==> config.mk <==
export PLATFORM = sky130hd
export DESIGN_NAME = sc_game_sequencer
export DESIGN_NICKNAME = d
export VERILOG_FILES = /design/src/rtl/sc_game_sequencer.sv
export SDC_FILE = /design/constraint.sdc
export NUM_CORES = 1
export LEC_CHECK = 0
export ABC_AREA = 1
export BUFFER_PORTS_ARGS = -buffer_cell sky130_fd_sc_hd__buf_2
export CAP_MARGIN = 15
export CORE_MARGIN = 2
export CORE_UTILIZATION = 60
export CTS_BUF_LIST = sky130_fd_sc_hd__clkbuf_8
export CTS_CLUSTER_DIAMETER = 80
export DETAILED_ROUTE_END_ITERATION = 8
export PLACE_DENSITY = 0.86
export REMOVE_ABC_BUFFERS = 1
export SLEW_MARGIN = 30
export SYNTH_ARGS = -nofsm -noshare
export SYNTH_HDL_FRONTEND = slang
export SYNTH_SLANG_ARGS = --single-unit
==> constraint.sdc <==
create_clock -name SC_GAMESEQ_CLOCK_50 -period 2.4 [get_ports SC_GAMESEQ_CLOCK_50]
set_input_delay 0.24 -clock SC_GAMESEQ_CLOCK_50 [delete_from_list [all_inputs] [get_ports SC_GAMESEQ_CLOCK_50]]
set_output_delay 0.24 -clock SC_GAMESEQ_CLOCK_50 [all_outputs]
set_load 0.1 [all_outputs]
==> src/rtl/sc_game_sequencer.sv <==
// sc_game_sequencer: game-flow controller for the Frogger datapath.
// Owns the lives and level counters, sequences the playfield through
// start / play / death / level-up / game-over / win phases by driving the
// active-low clear and run-enable strobes, and exposes its state encoding
// for debug and display.
//
// Inputs from the lower state machines (Losing, Winning) are plain level
// indications with no handshake: they are only looked at while in PLAY,
// and any other time they are ignored.
module sc_game_sequencer #(
  parameter int LIVES_INIT   = 3,
  parameter int LEVELS_MAX   = 4,
  parameter int PAUSE_CYCLES = 50000000
) (
  input  logic       SC_GAMESEQ_CLOCK_50,
  input  logic       SC_GAMESEQ_RESET_InHigh,
  input  logic       SC_GAMESEQ_startButton_InLow,
  input  logic       SC_GAMESEQ_Losing_InLow,
  input  logic       SC_GAMESEQ_Winning_InLow,
  output logic       SC_GAMESEQ_clear_OutLow,
  output logic       SC_GAMESEQ_run_OutLow,
  output logic [2:0] SC_GAMESEQ_lives_Out,
  output logic [2:0] SC_GAMESEQ_level_Out,
  output logic       SC_GAMESEQ_gameOver_Out,
  output logic       SC_GAMESEQ_gameWin_Out,
  output logic [2:0] SC_GAMESEQ_state_Out
);

  localparam int CNT_W = $clog2(PAUSE_CYCLES + 1);
  localparam logic [CNT_W-1:0] PAUSE_LAST = CNT_W'(PAUSE_CYCLES - 1);
  localparam logic [2:0] LIVES_LOAD = 3'(LIVES_INIT);
  localparam logic [2:0] LEVEL_LAST = 3'(LEVELS_MAX);

  typedef enum logic [2:0] {
    ST_RESET      = 3'd0,
    ST_IDLE       = 3'd1,
    ST_LOAD_LEVEL = 3'd2,
    ST_PLAY       = 3'd3,
    ST_DEATH      = 3'd4,
    ST_LEVEL_UP   = 3'd5,
    ST_GAME_OVER  = 3'd6,
    ST_WIN        = 3'd7
  } state_t;

  state_t           state;
  logic [2:0]       lives;
  logic [2:0]       level;
  logic [CNT_W-1:0] pause_cnt;
  logic             start_q;
  logic             start_press;

  // A press is a 1 -> 0 transition of the debounced button. start_q resets
  // to 1, but RESET never looks at the press, so a button held low through
  // reset has already been sampled low by the time IDLE looks at it.
  assign start_press = start_q & ~SC_GAMESEQ_startButton_InLow;

  // Game-flow state machine with the lives, level and pause counters.
  always_ff @(posedge SC_GAMESEQ_CLOCK_50 or posedge SC_GAMESEQ_RESET_InHigh) begin
    if (SC_GAMESEQ_RESET_InHigh) begin
      state     <= ST_RESET;
      lives     <= LIVES_LOAD;
      level     <= 3'd1;
      pause_cnt <= '0;
      start_q   <= 1'b1;
    end else begin
      start_q   <= SC_GAMESEQ_startButton_InLow;
      // The pause counter idles at zero; only the pause states count it up.
      pause_cnt <= '0;
      case (state)
        ST_RESET: begin
          state <= ST_IDLE;
        end
        ST_IDLE, ST_GAME_OVER, ST_WIN: begin
          if (start_press) begin
            lives <= LIVES_LOAD;
            level <= 3'd1;
            state <= ST_LOAD_LEVEL;
          end
        end
        ST_LOAD_LEVEL: begin
          state <= ST_PLAY;
        end
        ST_PLAY: begin
          // Losing takes priority over winning in the same cycle.
          if (!SC_GAMESEQ_Losing_InLow) begin
            if (lives != 3'd0) lives <= lives - 3'd1;
            state <= ST_DEATH;
          end else if (!SC_GAMESEQ_Winning_InLow) begin
            if (level < LEVEL_LAST) begin
              level <= level + 3'd1;
              state <= ST_LEVEL_UP;
            end else begin
              state <= ST_WIN;
            end
          end
        end
        ST_DEATH: begin
          if (pause_cnt == PAUSE_LAST) begin
            state <= (lives == 3'd0) ? ST_GAME_OVER : ST_LOAD_LEVEL;
          end else begin
            pause_cnt <= pause_cnt + 1'b1;
          end
        end
        ST_LEVEL_UP: begin
          if (pause_cnt == PAUSE_LAST) begin
            state <= ST_LOAD_LEVEL;
          end else begin
            pause_cnt <= pause_cnt + 1'b1;
          end
        end
        default: begin
          state <= ST_RESET;
        end
      endcase
    end
  end

  // Moore output decode from the state and counter registers.
  always_comb begin
    SC_GAMESEQ_clear_OutLow = !((state == ST_RESET) || (state == ST_LOAD_LEVEL));
    SC_GAMESEQ_run_OutLow   = (state != ST_PLAY);
    SC_GAMESEQ_gameOver_Out = (state == ST_GAME_OVER);
    SC_GAMESEQ_gameWin_Out  = (state == ST_WIN);
    SC_GAMESEQ_lives_Out    = lives;
    SC_GAMESEQ_level_Out    = level;
    SC_GAMESEQ_state_Out    = state;
  end

endmodule

# --- Word level (Yosys, flattened, before mapping) ---
# Cells that the tools add are included.
# Widths: inputs -> output; s select.
totals:
  reg_bits: 36
  inputBits: 5
classes:
  n_addsub: 3
  magnitude_cmp: 1
  eq_ne: 18
  muxes: 19
  n_bitwise: 2
  n_reduce_logical: 11
ops:
  columns: ["op", "count"]
  rows:
  - ["$mux 26", 2]
  - ["$mux 3", 13]
  - ["$add 26x1->26 const B", 1]
  - ["$eq 26x26->1 const B", 1]
  - ["$pmux 3 s6", 1]
  - ["$ne 2x2->1 const B", 8]
  - ["$eq 3x3->1 const B", 4]
  - ["$pmux 3 s2", 2]
  - ["$reduce_and 4->1", 2]
  - ["$eq 3x2->1 const B", 2]
  - ["$logic_not 3->1", 2]
  - ["$reduce_and 5->1", 1]
  - ["$add 3x1->3 const B", 1]
  - ["$eq 3x1->1 const B", 1]
  - ["$lt 3x3->1 const B", 1]
  - ["$ne 3x2->1 const B", 1]
  - ["$ne 3x3->1 const B", 1]
  - ["$reduce_bool 3->1", 1]
  - ["$reduce_or 3->1", 1]
  - ["$sub 3x1->3 const B", 1]
  - ["$mux 2", 1]
  - ["$reduce_bool 2->1", 1]
  - ["$reduce_or 2->1", 1]
  - ["$and 1x1->1", 1]
  - ["other kinds (3)", 3]

# --- Logic depth before layout (Yosys ltp) ---
# Gate-level depths: netlist of run 1.
depth:
  depth_word: 5
  mapped_depth: 9
  depth_no_buf: 9

# --- Worst setup path after synthesis of run 1 ---
# No wires, ideal clock.
synth_path:
  kind: "flip-flop to output port"
  start: "register state[0] (netlist: SC_GAMESEQ_state_Out[0])"
  end: "output port SC_GAMESEQ_gameWin_Out"
  arrival_time_ns: 2.510
  setup_slack_ns: -0.350
  stages_incl_launch_ff: 3
  path_buffers: 0
  path_cell_list: "dfrtp_1 -> inv_1 -> nor2_1"
synth_via:
  elab_chain_cells: 1
synth_rtl:
  columns: ["element", "line", "rtl"]
  rows:
  - ["from (decl)", "45", "state_t state;"]
  - ["from (signal assigned)", "99", "state <= (lives == 3'd0) ? ST_GAME_OVER : ST_LOAD_LEVEL;"]
  - ["$eq 3x3->1", "123", "SC_GAMESEQ_gameWin_Out = (state == ST_WIN);"]
  - ["to (decl)", "25", "output logic SC_GAMESEQ_gameWin_Out,"]
# No other way between the ends.

# --- Worst setup path in the final report of run 1 ---
layout_path:
  start: "register state[0] (netlist: SC_GAMESEQ_state_Out[0])"
  end: "output port SC_GAMESEQ_clear_OutLow"
layout_via:
  elab_chain_cells: 3
  word_cells_on_any_way: 4
  cone_classes: "eq/ne: 1; reduce/logical: 3"
layout_rtl:
  columns: ["element", "line", "rtl"]
  rows:
  - ["$eq 3x2->1 or $logic_not 3->1 (tied branches)", "120", "SC_GAMESEQ_clear_OutLow = !((state == ST_RESET) || (state == ST_LOAD_LEVEL));"]
  - ["$logic_or 1x1->1 *", "120", null]
  - ["$logic_not 1->1 *", "120", null]
  - ["to (decl)", "20", "output logic SC_GAMESEQ_clear_OutLow,"]
# Every way passes the cells marked *; elsewhere a longest branch is shown, timed or not.

==> impl_metrics.py, run 1 <==
metrics = {
    "status": {
        "status": "finished clean",
    },
    "timing": {
        "final_hold_viol_count": 0,
        "finalClockSkew_ns": 0.00696,
        "max_clock_freq_mhz": 577,
        "fin_ws_ns": 0.668,
        "finalSetupViolCount": 0,
        "tightest_slew_ns": 0.490,
        "period_share": 0.722,
        "rsz0062_at_grt": "false",
        "slew_headroom": 0.675,
        "slew_viol_final": 0,
        "min_period_ns": 1.73,
        "fin_hold_ws_ns": 0.0378,
    },
    "route": {
        "firstDrtPassIters": 4,
        "avgRoutedWirePerCell_um": 13.8,
        "drcViolationCount": 0,
        "finalWirelength_um": 5280,
        "detail_route.iter0.violations": 157,
        "vias": 2046,
        "antenna_left": 0,
        "viasPerCell": 5.34,
    },
    "synth": {
        "synth-edff-count": 0,
        "syn_inst": 311,
        "ys_warn_count": 0,
        "synth-async-reset-ratio": 1.00,
        "synthFlopType": "dfrtp_1",
        "ys_ff_latch": 36,
        "synth_area_leader_cell": "dfrtp_1",
        "synth_area_um2": 2270,
        "ys_seq_area_frac": 0.399,
        "synth.top_cells.by_area": "dfrtp_1 (35%), nand2_1 (13%), nor2_1 (11%)",
        "synth.distinct_cells": 31,
        "syn_avg_cell_area_um2": 7.29,
        "synth.top_cell.area_share": 0.353,
    },
    "grt": {
        "grt_pass1_wl_um": 9200,
        "antenna_found_initial": 0,
        "grt_usage": 0.285,
        "gr-total-overflow": 0,
        "grt_start_max_net_pins": 37,
        "grt_pass1_vias": 1976,
    },
    "cells_and_area": {
        "nNetsFinal": 344,
        "antenna_cells": 0,
        "syn_to_final_growth_pct": 10.1,
        "drive_gt1_frac": 0.185,
        "num-fill-cells": 307,
    },
    "setup_path": {
        "startpoint_type": "flop",
        "worstPathRequired_ns": 2.16,
        "crit_path_max_fanout": 8,
        "timing.reg2reg.worst_path_depth": 8,
        "crit_path_end_kind": "primary output",
        "arrival_ns": 1.49,
        "path_class": "flop to primary output",
    },
    "run": {
        "max_cap_viol_count": 0,
    },
    "cts": {
        "cts_max_path_buffers": 2,
        "htree_levels": 2,
        "clkTransAtPathRegs_ns": 0.07,
        "worstSkewPairLatency_ns": 0.29,
        "cts_tree": "built",
        "clockRootBuffer": "clkbuf_8",
        "hold_buffers": 0,
        "cts-resized-gates": 0,
        "cts_buffers": 5,
        "post_cts_buffers": 0,
        "cts.sinks": 36,
    },
    "floorplan": {
        "initial_core_util": 0.620,
        "coreArea_um2": 3660,
        "die_x_um": 65.5,
        "rows": 22,
        "ios": 18,
        "dieHeight_um": 65.5,
        "die_area_um2": 4290,
    },
    "placed_design": {
        "portBuffers": 17,
        "gp_congestion": 0.953,
        "hpwl_um": 3920,
        "pre_cts_ws_ns": 0.724,
    },
    "power": {
        "peakVddDrop_uv": 1320,
        "p_leak_nw": 1.10,
        "swShare": 0.515,
        "p_comb_frac": 0.465,
        "p_switching_mw": 1.21,
        "power_mw": 2.35,
        "clkPwrFrac": 0.203,
        "p_per_area_nw_per_um2": 939,
        "p_seq_frac": 0.332,
        "p_int_mw": 1.14,
    },
    "min_path": {
        "hold_class": "primary input to async pin",
    },
}
## flip-flops by register name (all words and copies together) (netlist names)
name	count
SC_GAMESEQ_level_Out	3
SC_GAMESEQ_lives_Out	3
pause_cnt	26
start_q	1
SC_GAMESEQ_state_Out	3
## power groups by stage
stage,registers [mW],logic (mW),clock network (mW)
finish,0.779,1.09,0.476
global route,0.790,1.18,0.512
CTS,0.778,1.10,0.482
detailed placement,0.786,1.09,0
floorplan,1.17,0.527,0
global placement,0.780,1.07,0
## critical path: stages, from the launching register on
cell and delay, ns:
dfrtp_1 0.52, inv_1 0.14, nand2_1 0.11, buf_2 0.43
## synthesized netlist by cell type (all sizes together) (2+ instances only)
master,count
xnor2,5
ha,5
a21oi,4
nand2,85
inv,36
dfstp,4
buf,2
dfrtp,32
nand3,26
nand4,6
nor3,9
o21ai,6
xor2,5
nor2,79
## cell families (layout without fill, tap and decap cells)
kind of cell / after synthesis / count (layout) / synth area share
xor+xnor: 10 / 10 / 0.0386
flops: 36 / 36 / 0.399
buf+inv: 38 / 62 / 0.0695
simple gates: 209 / 209 / 0.431
fa+ha+maj: 5 / 5 / 0.0276
compound gates: 13 / 13 / 0.0336
## per-layer routing
metal	global-route usage	up-vias	wire, µm
met5	0	-	0
met4	0.102	0	101
met3	0.0497	12	355
met2	0.485	90	2590
met1	0.364	929	2230
li1	-	1015	-
## cells in the final DEF (no fill, tap or decap), types with 2 or more instances in the layout
master    Yosys  routed
dfstp_2       4       4
buf_2         0      17
o21ai_0       4       4
xnor2_1       5       5
xor2_1        5       5
clkbuf_8      0       7
a21oi_1       4       4
ha_1          5       5
dfrtp_1      32      32
nor2_4        4       4
nor2_2        6       6
nand2_2       7       7
nand2_1      77      77
inv_2         4       4
inv_1        32      33
nand4_1       5       5
nor2_1       69      69
o21ai_1       2       2
nor3_2        3       3
nand3_2       4       4
nor3_1        6       6
nand3_1      21      21
## worst paths after layout
check	to	slack (ns)	start
min in group SC_GAMESEQ_CLOCK_50	start_q	0.07	SC_GAMESEQ_startButton_InLow
worst max-delay path	SC_GAMESEQ_clear_OutLow	0.67	SC_GAMESEQ_state_Out[0]
worst max register to register	SC_GAMESEQ_state_Out[0]	0.67	pause_cnt[0]
worst min register to register	SC_GAMESEQ_lives_Out[1]	0.50	SC_GAMESEQ_lives_Out[1]
max in group asynchronous	SC_GAMESEQ_lives_Out[1]	2.01	SC_GAMESEQ_RESET_InHigh
worst min-delay path	SC_GAMESEQ_level_Out[2]	0.04	SC_GAMESEQ_RESET_InHigh
## through the flow
| step | setup TNS [ns] | utilization | instance area, µm² | std cells |
|---|---|---|---|---|
| 3_5_place_dp | 0 | 0.655 | 2400 | 375 |
| 2_1_floorplan | -0.669 | - | 2250 | 309 |
| 3_3_place_gp | 0 | 0.655 | 2400 | 375 |
| 6_report | 0 | 0.683 | 2500 | 383 |
| 4_1_cts | 0 | 0.683 | 2500 | 383 |
| 5_1_grt | 0 | 0.683 | 2500 | 383 |
## cell type report
type | count | area, µm² | area share
repair buffers | 18 | 92.6 | 0.0371
well taps | 48 | 60.1 | 0.0240
flip-flops and latches | 36 | 906 | 0.363
clock buffers | 7 | 96.3 | 0.0386
multi-input cells | 237 | 1200 | 0.482
inverters | 36 | 135 | 0.0541
clock inverters | 1 | 3.75 | 0.00150
Note: power is estimated with default switching activity, not from simulation.
==> inputs of run 2 (changes only) <==
ABC_AREA = 0   (was 1)
CORE_UTILIZATION = 55   (was 60)
PLACE_DENSITY = 0.84   (was 0.86)
clock period = 1.55 ns   (was 2.4 ns; I/O delays follow)
==> run 2 against run 1 <==
  * The run now fails in global routing
  * Synthesized area is 15% lower
  * Synthesized cell count is 33% lower
==> impl_metrics.py, run 2 <==
metrics = {
    "placed_design": {
        "gp_congestion": 0.797,
        "pre_cts_ws_ns": -0.402,
        "place_inst": 303,
        "portBuffers": 17,
        "hpwl_um": 3440,
    },
    "floorplan": {
        "initial_core_util": 0.576,
        "ios": 18,
        "dieHeight_um": 63.4,
        "die_x_um": 63.4,
        "rows": 21,
    },
    "status": {
        "status": "stopped before the end",
        "stop_error": "[ERROR DPL-0033] detailed placement checks failed during check placement.",
        "stop_stage": "global routing",
    },
    "synth": {
        "synth_area_leader_cell": "dfrtp_1",
        "ys_top_cells_by_count": "dfrtp_1 (32), nor2_1 (23), a21oi_1 (15), nand2_1 (15), inv_1 (11)",
        "post-synth-top-count-cell": "dfrtp_1",
        "synth_top_family_by_area": "simple AND/OR/NAND/NOR gates",
        "muxShareOfSynthArea": 0.0174,
        "ys_warn_count": 0,
        "synth.distinct_cells": 41,
        "syn_avg_cell_area_um2": 9.36,
        "synth-xor-area-share": 0.0587,
        "synth_area_um2": 1940,
        "synth_fa_ha_area_frac": 0.0323,
        "synth-simple-area-share": 0.269,
        "ys_seq_area_frac": 0.467,
        "synth-async-reset-ratio": 1.00,
        "syn_inst": 207,
        "synth-edff-count": 0,
        "synthFlopType": "dfrtp_1",
        "ys_ff_latch": 36,
        "synth.top_cell.area_share": 0.413,
        "synth.top_cells.by_area": "dfrtp_1 (41%), dfstp_2 (5.4%), nor2_1 (4.5%)",
        "synth-compound-area-share": 0.114,
    },
    "cts": {
        "cts_buffers": 5,
        "cts.sinks": 36,
        "cts_max_path_buffers": 2,
        "htree_levels": 2,
        "clockRootBuffer": "clkbuf_8",
    },
    "timing": {
        "endpoint_type": "sequential cell input",
        "grt-worst-endpoint": "SC_GAMESEQ_lives_Out[2]$_DFFE_PP0P_/D",
    },
    "grt": {
        "grt_start_max_net_pins": 37,
        "antenna_found_initial": 0,
    },
}
run 2: changes by cell type after synthesis, moves of 5 or more:
cell / previous run / this run
nand2_2: 7 / 0
o31ai_1: 0 / 6
nor3_1: 6 / 1
inv_1: 32 / 11
a21oi_1: 4 / 15
nor2_1: 69 / 23
nand2_1: 77 / 15
nor2_2: 6 / 0
or4_1: 0 / 6
or3_1: 0 / 6
nand3_1: 21 / 10
o21ai_0: 4 / 9
run 2: logic make-up after synthesis:
| logic type | after synthesis |
|---|---|
| flip-flops | 36 |
| XOR/XNOR | 13 |
| multiplexers | 3 |
| buffers and inverters | 20 |
| AND/OR/NAND/NOR | 93 |
| AO/OA/AOI/OAI | 37 |
| adder cells (fa/ha/maj) | 5 |
run 2: timing repair:
| action | 4_1_cts |
|---|---|
| hold buffers | 2 |
| endpoints found under the setup margin | 38 |
| gates cloned | 5 |
| endpoints found under the hold margin | 33 |
| setup buffers | 22 |
| pin swaps | 27 |
| gates resized for setup | 67 |
run 2: through the flow:
step	hold WS (ns)	area [µm²]
3_3_place_gp	0.274	2400
4_1_cts	0.216	3020
3_5_place_dp	0.279	2400
2_1_floorplan	0.159	1900
==> inputs of run 3 (changes only) <==
CORE_UTILIZATION = 40   (was 55)
CTS_BUF_LIST = not set   (was sky130_fd_sc_hd__clkbuf_8)
CTS_CLUSTER_DIAMETER = not set   (was 80)
PLACE_DENSITY = not set   (was 0.84)
PLACE_DENSITY_LB_ADDON = 0.15   (was not set)
clock period = 2 ns   (was 1.55 ns; I/O delays follow)
==> run 3 against run 2 <==
  * The run now ends clean
  * Synthesized cell count is the same
  * Synthesized area is the same
==> impl_metrics.py, run 3 <==
metrics = {
    "grt": {
        "grtUsageMet2": 0.233,
        "use_met1": 0.223,
        "grt_pass1_vias": 1431,
        "gr-total-overflow": 0,
        "antenna_found_initial": 0,
        "grt_start_max_net_pins": 37,
        "busiest_layer": "met2",
        "gr-usage-met3": 0.0453,
        "grt_pass1_wl_um": 6600,
        "grt_usage": 0.159,
    },
    "synth": {
        "synthFlopType": "dfrtp_1",
        "synth-edff-count": 0,
        "synth.distinct_cells": 41,
        "synth-async-reset-ratio": 1.00,
        "synth_area_um2": 1940,
        "post-synth-top-count-cell": "dfrtp_1",
        "syn_inst": 207,
        "synth.top_cell.area_share": 0.413,
        "ys_seq_area_frac": 0.467,
        "ys_warn_count": 0,
        "syn_avg_cell_area_um2": 9.36,
        "ys_ff_latch": 36,
        "synth_area_leader_cell": "dfrtp_1",
        "synth.top_cells.by_area": "dfrtp_1 (41%), dfstp_2 (5.4%), nor2_1 (4.5%)",
        "ys_top_cells_by_count": "dfrtp_1 (32), nor2_1 (23), a21oi_1 (15), nand2_1 (15), inv_1 (11)",
    },
    "route": {
        "finalWirelength_um": 3950,
        "vias": 1553,
        "viasPerCell": 5.43,
        "antenna_left": 0,
        "drcViolationCount": 0,
        "firstDrtPassIters": 4,
        "avgRoutedWirePerCell_um": 13.8,
        "detail_route.iter0.violations": 65,
    },
    "run": {
        "max_cap_viol_count": 0,
    },
    "floorplan": {
        "dieHeight_um": 73.6,
        "initial_core_util": 0.413,
        "ios": 18,
        "die_area_um2": 5420,
        "rows": 25,
        "die_x_um": 73.6,
        "coreArea_um2": 4690,
    },
    "timing": {
        "rsz0062_at_grt": "false",
        "slew_viol_final": 0,
        "slew_headroom": 0.677,
        "finalSetupViolCount": 0,
        "min_period_ns": 1.86,
        "tightest_slew_ns": 0.488,
        "period_share": 0.931,
        "fin_ws_ns": 0.138,
        "fin_hold_ws_ns": 0.00718,
        "max_clock_freq_mhz": 537,
        "finalClockSkew_ns": 0.00516,
        "final_hold_viol_count": 0,
    },
    "setup_path": {
        "arrival_ns": 2.03,
        "cp_top_family": "flip-flops",
        "crit_path_max_incr_delay_ns": 0.55,
        "worst-path-buf-inv": 1,
        "startpoint_type": "flop",
        "crit_path_max_fanout": 4,
        "crit_slowest_cell": "dfstp_2",
        "path_class": "flop to flop",
        "path_cells": "inv_1, ha_1, ha_1, nor2_1, a21oi_1, o22ai_2, mux2_2",
        "crit_path_end_kind": "flop",
        "crit_top_cell": "ha_1",
        "worstPathRequired_ns": 2.17,
    },
    "cells_and_area": {
        "final_area_um2": 2210,
        "nNetsFinal": 242,
        "final_cells": 286,
        "drive_gt1_frac": 0.203,
        "largest_register_ffs": 26,
        "top_register": "pause_cnt",
        "antenna_cells": 0,
        "syn_to_final_growth_pct": 14.1,
        "layout_commonest_cell": "dfrtp_1",
        "num-fill-cells": 471,
        "layout_common_cells": "dfrtp_1 (32), nor2_1 (23), buf_2 (17)",
    },
    "cts": {
        "cts_tree": "built",
        "htree_levels": 2,
        "hold_buffers": 0,
        "worstSkewPairLatency_ns": 0.28,
        "cts_max_path_buffers": 2,
        "clockRootBuffer": "clkbuf_8",
        "clkTransAtPathRegs_ns": 0.07,
        "post_cts_buffers": 0,
        "cts-resized-gates": 0,
        "cts.sinks": 36,
        "cts_buffers": 5,
    },
    "power": {
        "p_leak_nw": 0.990,
        "power_mw": 1.25,
        "p_per_area_nw_per_um2": 566,
        "peakVddDrop_uv": 419,
    },
    "status": {
        "status": "finished clean",
    },
    "placed_design": {
        "gp_congestion": 0.784,
        "dpl_cell_area_um2": 2130,
        "portBuffers": 17,
        "place_inst": 279,
        "pre_cts_ws_ns": 0.0486,
        "hpwl_um": 2830,
    },
    "min_path": {
        "hold_class": "primary input to async pin",
    },
}
run 3: kinds of logic (layout without fill, tap and decap cells):
family / after synthesis / in the layout / share of synthesized area
buf+inv: 20 / 45 / 0.0413
simple gates: 93 / 93 / 0.269
fa+ha+maj: 5 / 5 / 0.0323
compound gates: 37 / 37 / 0.114
xor+xnor: 13 / 13 / 0.0587
mux: 3 / 3 / 0.0174
flops: 36 / 36 / 0.467
run 3: area by class of cell:
type	instances	area, µm²	share of cell area
Tap cell	54	67.6	0.0306
Timing Repair Buffer	27	160	0.0724
Clock buffer	6	72.6	0.0328
Inverter	11	41.3	0.0187
Clock inverter	1	5.00	0.00226
Multi-Input combinational cell	151	958	0.434
Sequential cell	36	906	0.410
run 3: final timing paths:
check                                                     from                       to  slack [ns]  depth (start not counted)
max reg2reg                            SC_GAMESEQ_lives_Out[0]  SC_GAMESEQ_lives_Out[2]        0.14                          7
min reg2reg                                      pause_cnt[23]            pause_cnt[23]        0.55                          2
min                                    SC_GAMESEQ_RESET_InHigh             pause_cnt[8]       0.007                          3
max                                    SC_GAMESEQ_lives_Out[0]  SC_GAMESEQ_lives_Out[2]        0.14                          7
min in group SC_GAMESEQ_CLOCK_50  SC_GAMESEQ_startButton_InLow                  start_q        0.03                          1
max in group asynchronous              SC_GAMESEQ_RESET_InHigh  SC_GAMESEQ_lives_Out[0]        1.65                          3
run 3: where the power goes:
part / internal [mW] / switching, mW / total [mW] / leakage [nW]
clock network: 0.237 / 0.244 / 0.480 / 0.0410
registers: 0.732 / 0.00155 / 0.733 / 0.464
logic: 0.00909 / 0.0295 / 0.0386 / 0.486
run 3: through the flow:
step,utilization,TNS (ns)
after detailed placement,0.453,0
after CTS,0.470,0
final,0.471,0
after global routing,0.471,0
after global placement,0.453,0
after floorplan,-,-4.74
run 3: tightest hold or removal path, cell delays in order:
cell and delay (ns):
buf_2 0.09, inv_1 0.04, buf_4 0.39
run 3: metal layers:
layer	up-vias	part of all wire
met5	-	0
met1	741	0.51
met4	0	0.014
li1	790	-
met3	6	0.024
met2	16	0.45
